--- src/rtl/uart_rcv_8n1.sv ---
// 8N1 UART receiver with rdy/clr_rdy byte handshake and framing/overrun flags.
// Define UART_RCV_PARITY_EN to receive 8E1 frames and drive parity_err.
module uart_rcv_8n1 #(
  parameter int BAUD_DIV = 2604
) (
  input  logic       clk,
  input  logic       rst_n,
  input  logic       RX,
  input  logic       clr_rdy,
  output logic [7:0] rx_data,
  output logic       rdy,
  output logic       framing_err,
  output logic       overrun,
  output logic       parity_err
);

`ifdef UART_RCV_PARITY_EN
  typedef enum logic [2:0] {IDLE, START, DATA, PARITY, STOP} state_t;
  localparam state_t AFTER_DATA = PARITY;
`else
  typedef enum logic [2:0] {IDLE, START, DATA, STOP} state_t;
  localparam state_t AFTER_DATA = STOP;
`endif

  localparam logic [15:0] HALF_BIT = 16'(BAUD_DIV / 2);
  localparam logic [15:0] FULL_BIT = 16'(BAUD_DIV - 1);

  state_t      state, next_state;
  logic        rx_m, rx_s, rx_q;
  logic [15:0] cnt;
  logic [2:0]  bit_cnt;
  logic [7:0]  shift;
  logic        tick;
  logic        load_half, load_full, start_frame, bit_clr, sample_data;
  logic        good_stop, bad_stop;
`ifdef UART_RCV_PARITY_EN
  logic        sample_par;
  logic        par_bit;
`endif

  assign tick = (cnt == 16'd0);

  // Preset to idle-high so reset release never looks like a start edge
  always_ff @(posedge clk or negedge rst_n) begin
    if (!rst_n) begin
      rx_m <= 1'b1;
      rx_s <= 1'b1;
      rx_q <= 1'b1;
    end else begin
      rx_m <= RX;
      rx_s <= rx_m;
      rx_q <= rx_s;
    end
  end

  always_ff @(posedge clk or negedge rst_n) begin
    if (!rst_n) state <= IDLE;
    else        state <= next_state;
  end

  always_comb begin
    next_state  = state;
    load_half   = 1'b0;
    load_full   = 1'b0;
    start_frame = 1'b0;
    bit_clr     = 1'b0;
    sample_data = 1'b0;
    good_stop   = 1'b0;
    bad_stop    = 1'b0;
`ifdef UART_RCV_PARITY_EN
    sample_par  = 1'b0;
`endif
    case (state)
      IDLE: begin
        if (rx_q && !rx_s) begin
          next_state  = START;
          load_half   = 1'b1;
          start_frame = 1'b1;
        end
      end
      START: begin
        if (tick) begin
          if (rx_s) begin
            next_state = IDLE;
          end else begin
            next_state = DATA;
            load_full  = 1'b1;
            bit_clr    = 1'b1;
          end
        end
      end
      DATA: begin
        if (tick) begin
          sample_data = 1'b1;
          load_full   = 1'b1;
          if (bit_cnt == 3'd7) next_state = AFTER_DATA;
        end
      end
`ifdef UART_RCV_PARITY_EN
      PARITY: begin
        if (tick) begin
          sample_par = 1'b1;
          load_full  = 1'b1;
          next_state = STOP;
        end
      end
`endif
      STOP: begin
        if (tick) begin
          next_state = IDLE;
          good_stop  = rx_s;
          bad_stop   = !rx_s;
        end
      end
      default: next_state = IDLE;
    endcase
  end

  always_ff @(posedge clk or negedge rst_n) begin
    if (!rst_n) begin
      cnt     <= 16'd0;
      bit_cnt <= 3'd0;
      shift   <= 8'h00;
    end else begin
      if (load_half)      cnt <= HALF_BIT;
      else if (load_full) cnt <= FULL_BIT;
      else if (!tick)     cnt <= cnt - 16'd1;

      if (bit_clr)          bit_cnt <= 3'd0;
      else if (sample_data) bit_cnt <= bit_cnt + 3'd1;

      if (sample_data) shift <= {rx_s, shift[7:1]};
    end
  end

  // A completing frame takes priority over a same-cycle clr_rdy
  always_ff @(posedge clk or negedge rst_n) begin
    if (!rst_n) begin
      rx_data     <= 8'h00;
      rdy         <= 1'b0;
      framing_err <= 1'b0;
      overrun     <= 1'b0;
    end else if (good_stop) begin
      rx_data     <= shift;
      framing_err <= 1'b0;
      overrun     <= rdy;
      rdy         <= 1'b1;
    end else begin
      if (bad_stop)               framing_err <= 1'b1;
      if (start_frame || clr_rdy) rdy <= 1'b0;
      if (clr_rdy && rdy)         overrun <= 1'b0;
    end
  end

`ifdef UART_RCV_PARITY_EN
  always_ff @(posedge clk or negedge rst_n) begin
    if (!rst_n) begin
      par_bit    <= 1'b0;
      parity_err <= 1'b0;
    end else begin
      if (sample_par) par_bit    <= rx_s;
      if (good_stop)  parity_err <= ^{shift, par_bit};
    end
  end
`else
  assign parity_err = 1'b0;
`endif

endmodule

--- config.mk ---
export PLATFORM = sky130hd
export DESIGN_NAME = uart_rcv_8n1
export DESIGN_NICKNAME = d
export VERILOG_FILES = /design/src/rtl/uart_rcv_8n1.sv
export SDC_FILE = /design/constraint.sdc
export NUM_CORES = 1
export LEC_CHECK = 0
export CORE_AREA = 8 8 93 95
export DETAILED_ROUTE_END_ITERATION = 12
export DIE_AREA = 0 0 101 103
export GPL_ROUTABILITY_DRIVEN = 0
export GPL_TIMING_DRIVEN = 0
export PLACE_DENSITY = 0.47
export SLEW_MARGIN = 20
export SYNTH_ARGS = -nofsm -noshare
export SYNTH_HDL_FRONTEND = slang
export SYNTH_SLANG_ARGS = --single-unit
--- constraint.sdc ---
create_clock -name clk -period 4.48 [get_ports clk]
set_input_delay 0.896 -clock clk [delete_from_list [all_inputs] [get_ports clk]]
set_output_delay 0.896 -clock clk [all_outputs]
set_load 0.03 [all_outputs]
Word level (Yosys, flattened, before mapping)
Index checks and enable logic that the tools add are counted.

Output and inout bits: 12. Flip-flop bits (word level): 44. Input bits: 4. Logic and storage cells: 64.

Multiplexer cells: 30. Add/subtract/negate cells: 2. Equal/unequal tests: 10. Reductions and logical operators: 11.

Operator list (number): 2-to-1 mux 16 bit (3); 2-to-1 mux 3 bit (7); 2-to-1 mux 1 bit (17); zero test 16 bit (1); subtractor 16 x 1 -> 16 bit, second input constant (1); case mux 3 bit (4 select lines) (1); != test 2 bit, second input constant (5); nonzero test 2 bit (4); == test 3 x 2 -> 1 bit, second input constant (2); AND reduction 5 bit (1); adder 3 x 1 -> 3 bit, second input constant (1); == test 3 x 1 -> 1 bit, second input constant (1); == test 3 bit, second input constant (1); zero test 3 bit (1); != test 3 x 1 -> 1 bit, second input constant (1); logical AND 1 bit (2); 2-to-1 mux 2 bit (1); case mux 1 bit (2 select lines) (1); zero test 1 bit (1); logical OR 1 bit (1).

Depth between registers and ports, before layout
Gate-level depths: netlist of run 1.

Word-level depth: 7. Depth in mapped cells: 7. Gate-level depth less buffers: 6.

Worst setup path before layout of run 1
OpenSTA, ideal clock, no wires.

Kind: reg-to-reg. Start point: register cnt[9]. End point: register rx_data[4]. Setup time: 0.128 ns. Stages on the path, launching flop included: 6. Period minus slack after synthesis: 2.047 ns. Arrival time: 1.920 ns. Slack: 2.433 ns. Cells stage by stage: dfrtp_1 > or3_1 > buf_2 > nor4_4 > nand4_4 > mux2_1.

Word-level cells in the longest chain between the ends: 3.

RTL lines: start, declared (RTL line 30) `logic [15:0] cnt;`; start signal, assigned (RTL line 127) `else if (!tick) cnt <= cnt - 16'd1;`; zero test 16 bit (RTL line 41) `assign tick = (cnt == 16'd0);`; 2-to-1 mux 1 bit (RTL line 109) `if (tick) begin`; 2-to-1 mux 1 bit (RTL line 73) `case (state)`; end signal, assigned (RTL line 144) `rx_data <= shift;`; end, declared (RTL line 10) `output logic [7:0] rx_data,`.

No other way between the ends. A chain may end at the register's enable or synchronous reset.

Worst setup path after layout of run 1
Start point: register cnt[8]. End point: register shift[4].

Word-level cells in the longest chain between the ends: 3.

RTL lines: zero test 16 bit (RTL line 41); 2-to-1 mux 1 bit (RTL line 93) `if (tick) begin`; 2-to-1 mux 1 bit (RTL line 73); end signal, assigned (RTL line 132) `if (sample_data) shift <= {rx_s, shift[7:1]};`; end, declared (RTL line 32) `logic [7:0] shift;`.

No other way between the ends.

==> flow_summary_export.csv, run 1 <==
group,metric,value,unit
status,outcome,"complete, no violations",
global_route,grt_pass1_wl,7.51,mm
job,drv_cap,0,
final_layout,fill_cells,755,
sta,timing_hold_violations_final,0,
critical_path,crit_type,"flop to flop",
clocking,cts-htree-levels,2,
final_layout,area_growth_syn_to_layout,19.3,%
power_and_ir_drop,vdd_ir_drop_max,0.217,mV
final_layout,fin_util,34.9,%
route,drc,0,
power_and_ir_drop,power_frac_comb,22.9,%
clocking,cts_tree,"done",
logic_synthesis,synth_edf_count,0,
clocking,cts_resized,0,
logic_synthesis,yosys_warnings,0,
critical_path,crit_path_end_kind,"flop",
final_layout,nNetsFinal,212,
final_layout,drive_above_1_share,18.9,%
floorplan,die_height,103,um
power_and_ir_drop,power.switching,344,uW
sta,setup_tns,0,ns
power_and_ir_drop,pwr-share-seq,46.8,%
route,wl_per_cell,14.0,um
sta,max_freq,0.431,GHz
route,via_per_inst,4.73,
route,finalWirelength,4.19,mm
power_and_ir_drop,power.density,424,nW/um^2
logic_synthesis,syn_inst,178,
logic_synthesis,syn_area,2080,sq um
sta,slew_viol_final,0,
route,via_count,1418,
critical_path,cp.arrival,2.51,ns
global_route,antenna_found_initial,0,
global_route,grt_pass1_vias,1555,
route,ant_nets,0,
floorplan,num_rows,31,
logic_synthesis,synthSimpleGateAreaFrac,14.8,%
final_layout,final_common_cell,"dfrtp_1",
clocking,cts_buffers,5,
final_layout,final_area,2490,sq um
power_and_ir_drop,pwr-share-clk,30.2,%
sta,maxSlewHeadroom,57.1,%
clocking,cts_root_buf,"clkbuf_8",
place,dpl_cell_area,2370,sq um
logic_synthesis,yosysUniqueCellTypes,46,
logic_synthesis,synth_top_family_by_area,"simple AND/OR/NAND/NOR gates",
clocking,postCtsSetupRepairBufs,0,
logic_synthesis,synth_seq_area_share,51.8,%
critical_path,required,4.67,ns
clocking,hold_buffers,0,
min_path,hp-class,"flop to flop",
floorplan,die_area,10400,sq um
logic_synthesis,synthMuxAreaShare,10.1,%
clocking,cts.sinks,43,
clocking,clk_pin_slew_worst_paths,0.09,ns
power_and_ir_drop,p_sw_share,32.7,%
global_route,track_usage,9.07,%
final_layout,antenna_cells,0,
power_and_ir_drop,p_int,710,uW
logic_synthesis,async_reset_ff_share,100,%
global_route,globalRoute.totalOverflow,0,
floorplan,coreArea,7140,sq um
critical_path,cp_max_fo,9,
sta,rsz0062_at_grt,"no",
clocking,clock_path_buffers,2,
logic_synthesis,ys.flop_type,"dfrtp_1",
floorplan,io_pins,16,
final_layout,final_cell_mix,"dfrtp_1 (40), mux2_2 (15), clkdlybuf4s50_1 (13)",
power_and_ir_drop,p_leak,0.00108,uW
logic_synthesis,synth_compound_area_share,12.0,%
sta,tightestPinTransition,0.638,ns
route,drtIter0Drc,51,
logic_synthesis,synth_nets,190,
clocking,worst_skew_pair.late_latency,0.30,ns
place,port-buffer-count,14,
place,dp_hpwl,3.00,mm
critical_path,worstSetupStartpointType,"flop",
sta,setup_viol,0,
sta,fin_crit_sh,51.7,%
logic_synthesis,synthXorXnorAreaFrac,3.36,%
logic_synthesis,synthAdderAreaFrac,4.80,%
sta,period_needed,2.32,ns
sta,finClkSkew,0.00433,ns
floorplan,initial_utilization,29.2,%
logic_synthesis,avgSynthCellArea,11.7,sq um
global_route,grt_max_degree,23,
logic_synthesis,ys_ff_latch,43,
route,dr.pass1.iters,4,
floorplan,die-width,101,um
[worst max-delay path: stages, from the launching register on]
cell	delay [ns]
dfrtp_1	0.41
or3_1	0.35
buf_2	0.18
nor4_4	0.60
nand3_2	0.31
mux2_2	0.35
[sequential cells by signal (all words and copies together) (netlist names), 2 cells and up]
| signal | count |
|---|---|
| cnt | 16 |
| shift | 8 |
| rx_data | 8 |
| bit_cnt | 3 |
| state | 2 |
[final cells by class]
class                      count  area, sq um  area share, %
tap                           99          124           4.98
multi-input combinational    120          943           37.9
inverter                      10         37.5           1.51
timing repair buffer          15          163           6.54
clock buffer                   5         68.8           2.77
buffer                         5         23.8          0.956
clock inverter                 3         47.5           1.91
sequential                    43         1080           43.4
[power groups by stage]
stage | Sequential, uW | Clock, uW | Combinational (uW)
3_5_place_dp | 502 | 0 | 245
4_1_cts | 494 | 328 | 247
3_3_place_gp | 504 | 0 | 242
2_1_floorplan | 486 | 0 | 188
6_report | 494 | 318 | 242
5_1_grt | 505 | 344 | 282
[cells in the mapped netlist (2+ instances only)]
| master | count | share of area, % |
|---|---|---|
| a21boi_0 | 3 | 1.1 |
| a21oi_1 | 11 | 2.6 |
| a32o_1 | 2 | 0.96 |
| clkbuf_1 | 2 | 0.36 |
| dfrtp_1 | 40 | 48 |
| dfstp_2 | 3 | 3.8 |
| ha_1 | 8 | 4.8 |
| inv_1 | 10 | 1.8 |
| mux2_1 | 2 | 1.1 |
| mux2_2 | 15 | 8.1 |
| mux2i_1 | 2 | 0.96 |
| nand2_1 | 4 | 0.72 |
| nand2b_1 | 5 | 1.5 |
| nand3_1 | 3 | 0.72 |
| nor2_1 | 4 | 0.72 |
| nor2b_1 | 3 | 0.90 |
| nor3_1 | 4 | 0.96 |
| nor4_1 | 5 | 1.5 |
| o211ai_1 | 2 | 0.72 |
| o21ai_0 | 8 | 1.9 |
| o31ai_1 | 3 | 1.1 |
| or2_2 | 3 | 0.90 |
| or3_1 | 6 | 1.8 |
| or4_1 | 2 | 0.72 |
| xnor2_1 | 4 | 1.7 |
| xor2_1 | 4 | 1.7 |
[final timing paths]
check	slack [ns]	start	to	cells after the start
hold / removal	0.36	rx_m	rx_s	0
hold reg to reg	0.36	rx_m	rx_s	0
max in group asynchronous	3.34	rst_n	rx_q	2
min in group asynchronous	0.57	rst_n	cnt[14]	1
setup reg to reg	2.16	cnt[8]	shift[4]	5
setup / recovery	2.16	cnt[8]	shift[4]	5
[metrics by stage]
step / cells / setup WS, ns / hold WS (ns) / power, uW
floorplan: 178 / 2.43 / 0.345 / 675
global placement: 291 / 1.22 / 0.346 / 746
detailed placement: 292 / 2.13 / 0.351 / 747
CTS: 300 / 2.12 / 0.364 / 1070
global route: 300 / 1.97 / 0.369 / 1130
finish: 300 / 2.16 / 0.361 / 1050
[cells by family after synthesis]
family                   count (synthesis)
flip-flops                              43
multiplexers                            19
other                                    1
adder cells (fa/ha/maj)                  8
buffers and inverters                   15
AND/OR/NAND/NOR                         46
AO/OA/AOI/OAI                           38
XOR/XNOR                                 8
[layer usage]
layer / global-route usage, % / part of all wire [%] / up-vias
li1: - / - / 688
met1: 11.0 / 48 / 708
met2: 14.9 / 47 / 15
met3: 2.90 / 3.9 / 7
met4: 3.09 / 1.4 / 0
met5: 0 / 0 / -
No activity file was read; power rests on OpenSTA's default activity.
==> run 2: changes to the inputs <==
--- a/config.mk
+++ b/config.mk
@@ -10,7 +10,7 @@
 export DIE_AREA = 0 0 101 103
 export GPL_ROUTABILITY_DRIVEN = 0
 export GPL_TIMING_DRIVEN = 0
-export PLACE_DENSITY = 0.47
+export PLACE_DENSITY = 0.48
 export SLEW_MARGIN = 20
 export SYNTH_ARGS = -nofsm -noshare
 export SYNTH_HDL_FRONTEND = slang
==> constraint.sdc (replaced) <==
create_clock -name clk -period 2 [get_ports clk]
set_input_delay 0.4 -clock clk [delete_from_list [all_inputs] [get_ports clk]]
set_output_delay 0.4 -clock clk [all_outputs]
set_load 0.03 [all_outputs]
==> run 2 against run 1 <==
Compared with the run above:
- critical path type unchanged
- die area did not move
- largest power group unchanged
- sequential power rose by 120%
- clock power rose to 2.6 times the previous value
- via count rose by 3.5%
- the run now ends with negative hold slack, negative setup slack left
- clock skew rose by 0.0056 ns
- worst hold slack got worse by 0.37 ns
- non-clock buffer count rose by 12
- global-route usage barely moved
- first-iteration DRC count fell by 18%
==> flow_summary_export.csv, run 2 (same netlist as run 1, synthesis figures left out) <==
group,metric,value,unit
status,outcome,"finished with violations",
status,violations,"negative hold slack, negative setup slack",
sta,max_freq,0.498,GHz
critical_path,path_buf_inv,0,
sta,maxSlewHeadroom,60.1,%
critical_path,cp_max_fo,3,
place,dp_hpwl,2.90,mm
critical_path,crit_type,"flop to flop",
final_layout,top_regs,"cnt (16), rx_data (8), shift (8)",
power_and_ir_drop,p_total,2600,uW
route,via_per_inst,4.69,
critical_path,cp.arrival,2.23,ns
sta,setup_tns,-0.00647,ns
sta,finClkSkew,0.00990,ns
sta,timing_hold_violations_final,8,
place,port-buffer-count,14,
clocking,cts.sinks,43,
critical_path,max_stage_delay,0.63,ns
floorplan,io_pins,16,
clocking,cts_root_buf,"clkbuf_8",
route,dr.pass1.iters,4,
route,drtIter0Drc,42,
final_layout,fill_cells,735,
min_path,hp-class,"primary input to asynchronous set/reset pin",
clocking,clk_pin_slew_worst_paths,0.09,ns
floorplan,num_rows,31,
sta,rsz0062_at_grt,"yes",
route,wl_per_cell,14.0,um
final_layout,nNetsFinal,225,
sta,slew_viol_final,0,
sta,fin_crit_sh,100,%
clocking,cts-htree-levels,2,
place,dpl_cell_area,2360,sq um
critical_path,critical-path-top-delay-family,"simple AND/OR/NAND/NOR gates",
clocking,worst_skew_pair.late_latency,0.30,ns
power_and_ir_drop,power.density,956,nW/um^2
sta,tightestPinTransition,0.593,ns
critical_path,crit_slowest_cell,"or4b_2",
floorplan,die_height,103,um
clocking,clock_path_buffers,2,
sta,period_needed,2.01,ns
global_route,track_usage,9.05,%
global_route,globalRoute.totalOverflow,0,
floorplan,die_area,10400,sq um
critical_path,path_cells,"or4_4 > or4b_2 > xor2_1 > a21oi_1",
global_route,grt_pass1_vias,1509,
sta,whs,-0.00718,ns
critical_path,required,2.22,ns
final_layout,largest_register_ffs,16,
critical_path,worstSetupStartpointType,"flop",
clocking,hold_buffers,0,
global_route,grt_pass1_wl,7.35,mm
floorplan,initial_utilization,29.2,%
final_layout,drive_above_1_share,30.4,%
final_layout,antenna_cells,0,
job,drv_cap,0,
power_and_ir_drop,p_leak,0.00120,uW
floorplan,die-width,101,um
sta,setup_slack,-0.00647,ns
final_layout,final_area,2720,sq um
global_route,antenna_found_initial,0,
final_layout,largest-register,"cnt",
route,drc,0,
clocking,cts_buffers,5,
final_layout,final_cell_mix,"dfrtp_1 (39), mux2_2 (15), clkdlybuf4s50_1 (13)",
power_and_ir_drop,vdd_ir_drop_max,0.408,mV
final_layout,multi_input_area,1030,sq um
route,ant_nets,0,
sta,setup_viol,1,
critical_path,crit_path_end_kind,"flop",
global_route,grt_max_degree,31,
final_layout,register_area,1080,sq um
floorplan,coreArea,7140,sq um
final_layout,final_common_cell,"dfrtp_1",
route,via_count,1468,
route,finalWirelength,4.38,mm
clocking,cts_tree,"done",
place,pre_cts_ws,-0.338,ns
final_layout,area_growth_syn_to_layout,30.3,%
==> run 2: cell types whose count changed in the layout (fill, tap and decap cells not counted), sizes merged <==
cell and delta:
buf +13, clkbuf -1, nand4 +1, bufinv +1, clkinv -1
==> run 2: worst paths after layout <==
check	slack, ns	depth (start not counted)	endpoint	from
setup reg to reg	-0.006	4	cnt[11]	cnt[5]
min in group clk	0.36	0	rx_s	rx_m
setup / recovery	-0.006	4	cnt[11]	cnt[5]
hold reg to reg	0.36	0	rx_s	rx_m
hold / removal	-0.007	1	bit_cnt[2]	rst_n
max in group asynchronous	1.47	2	rx_q	rst_n
==> run 2: power breakdown <==
| part | leakage (uW) | internal [uW] | total, uW | switching [uW] |
|---|---|---|---|---|
| Combinational | 0.000571 | 308 | 663 | 356 |
| Sequential | 0.000563 | 979 | 1100 | 117 |
| Clock | 0.0000703 | 507 | 838 | 331 |
==> run 2: layer usage <==
| layer | part of all wire (%) | vias to the layer above | GRT usage (%) |
|---|---|---|---|
| li1 | - | 715 | - |
| met1 | 47 | 729 | 10.8 |
| met2 | 48 | 20 | 14.9 |
| met3 | 3.9 | 4 | 2.84 |
| met4 | 1.0 | 0 | 3.44 |
| met5 | 0 | - | 0 |
==> run 2: repair_timing <==
| action | CTS | global route |
|---|---|---|
| pin swaps | 4 | 11 |
| resized for setup | 12 | 12 |
| gates cloned | 1 | 0 |
| buffers inserted | 7 | 7 |
| setup endpoints to repair | 38 | 39 |
==> run 2: per-stage QoR <==
| step | util [%] | cells |
|---|---|---|
| final | 38.1 | 313 |
| after global routing | 38.1 | 313 |
| after CTS | 36.7 | 308 |
| after detailed placement | 33.1 | 292 |
| after global placement | 32.9 | 291 |
| after floorplan | - | 178 |
==> run 2: area by class of cell <==
type	instances	share of cell area (%)
clock inverters	3	2.63
clock buffers	5	2.53
well taps	99	4.56
repair buffers	28	10.0
plain buffers	4	1.01
inverters	10	1.38
flip-flops and latches	43	39.8
multi-input cells	121	38.0
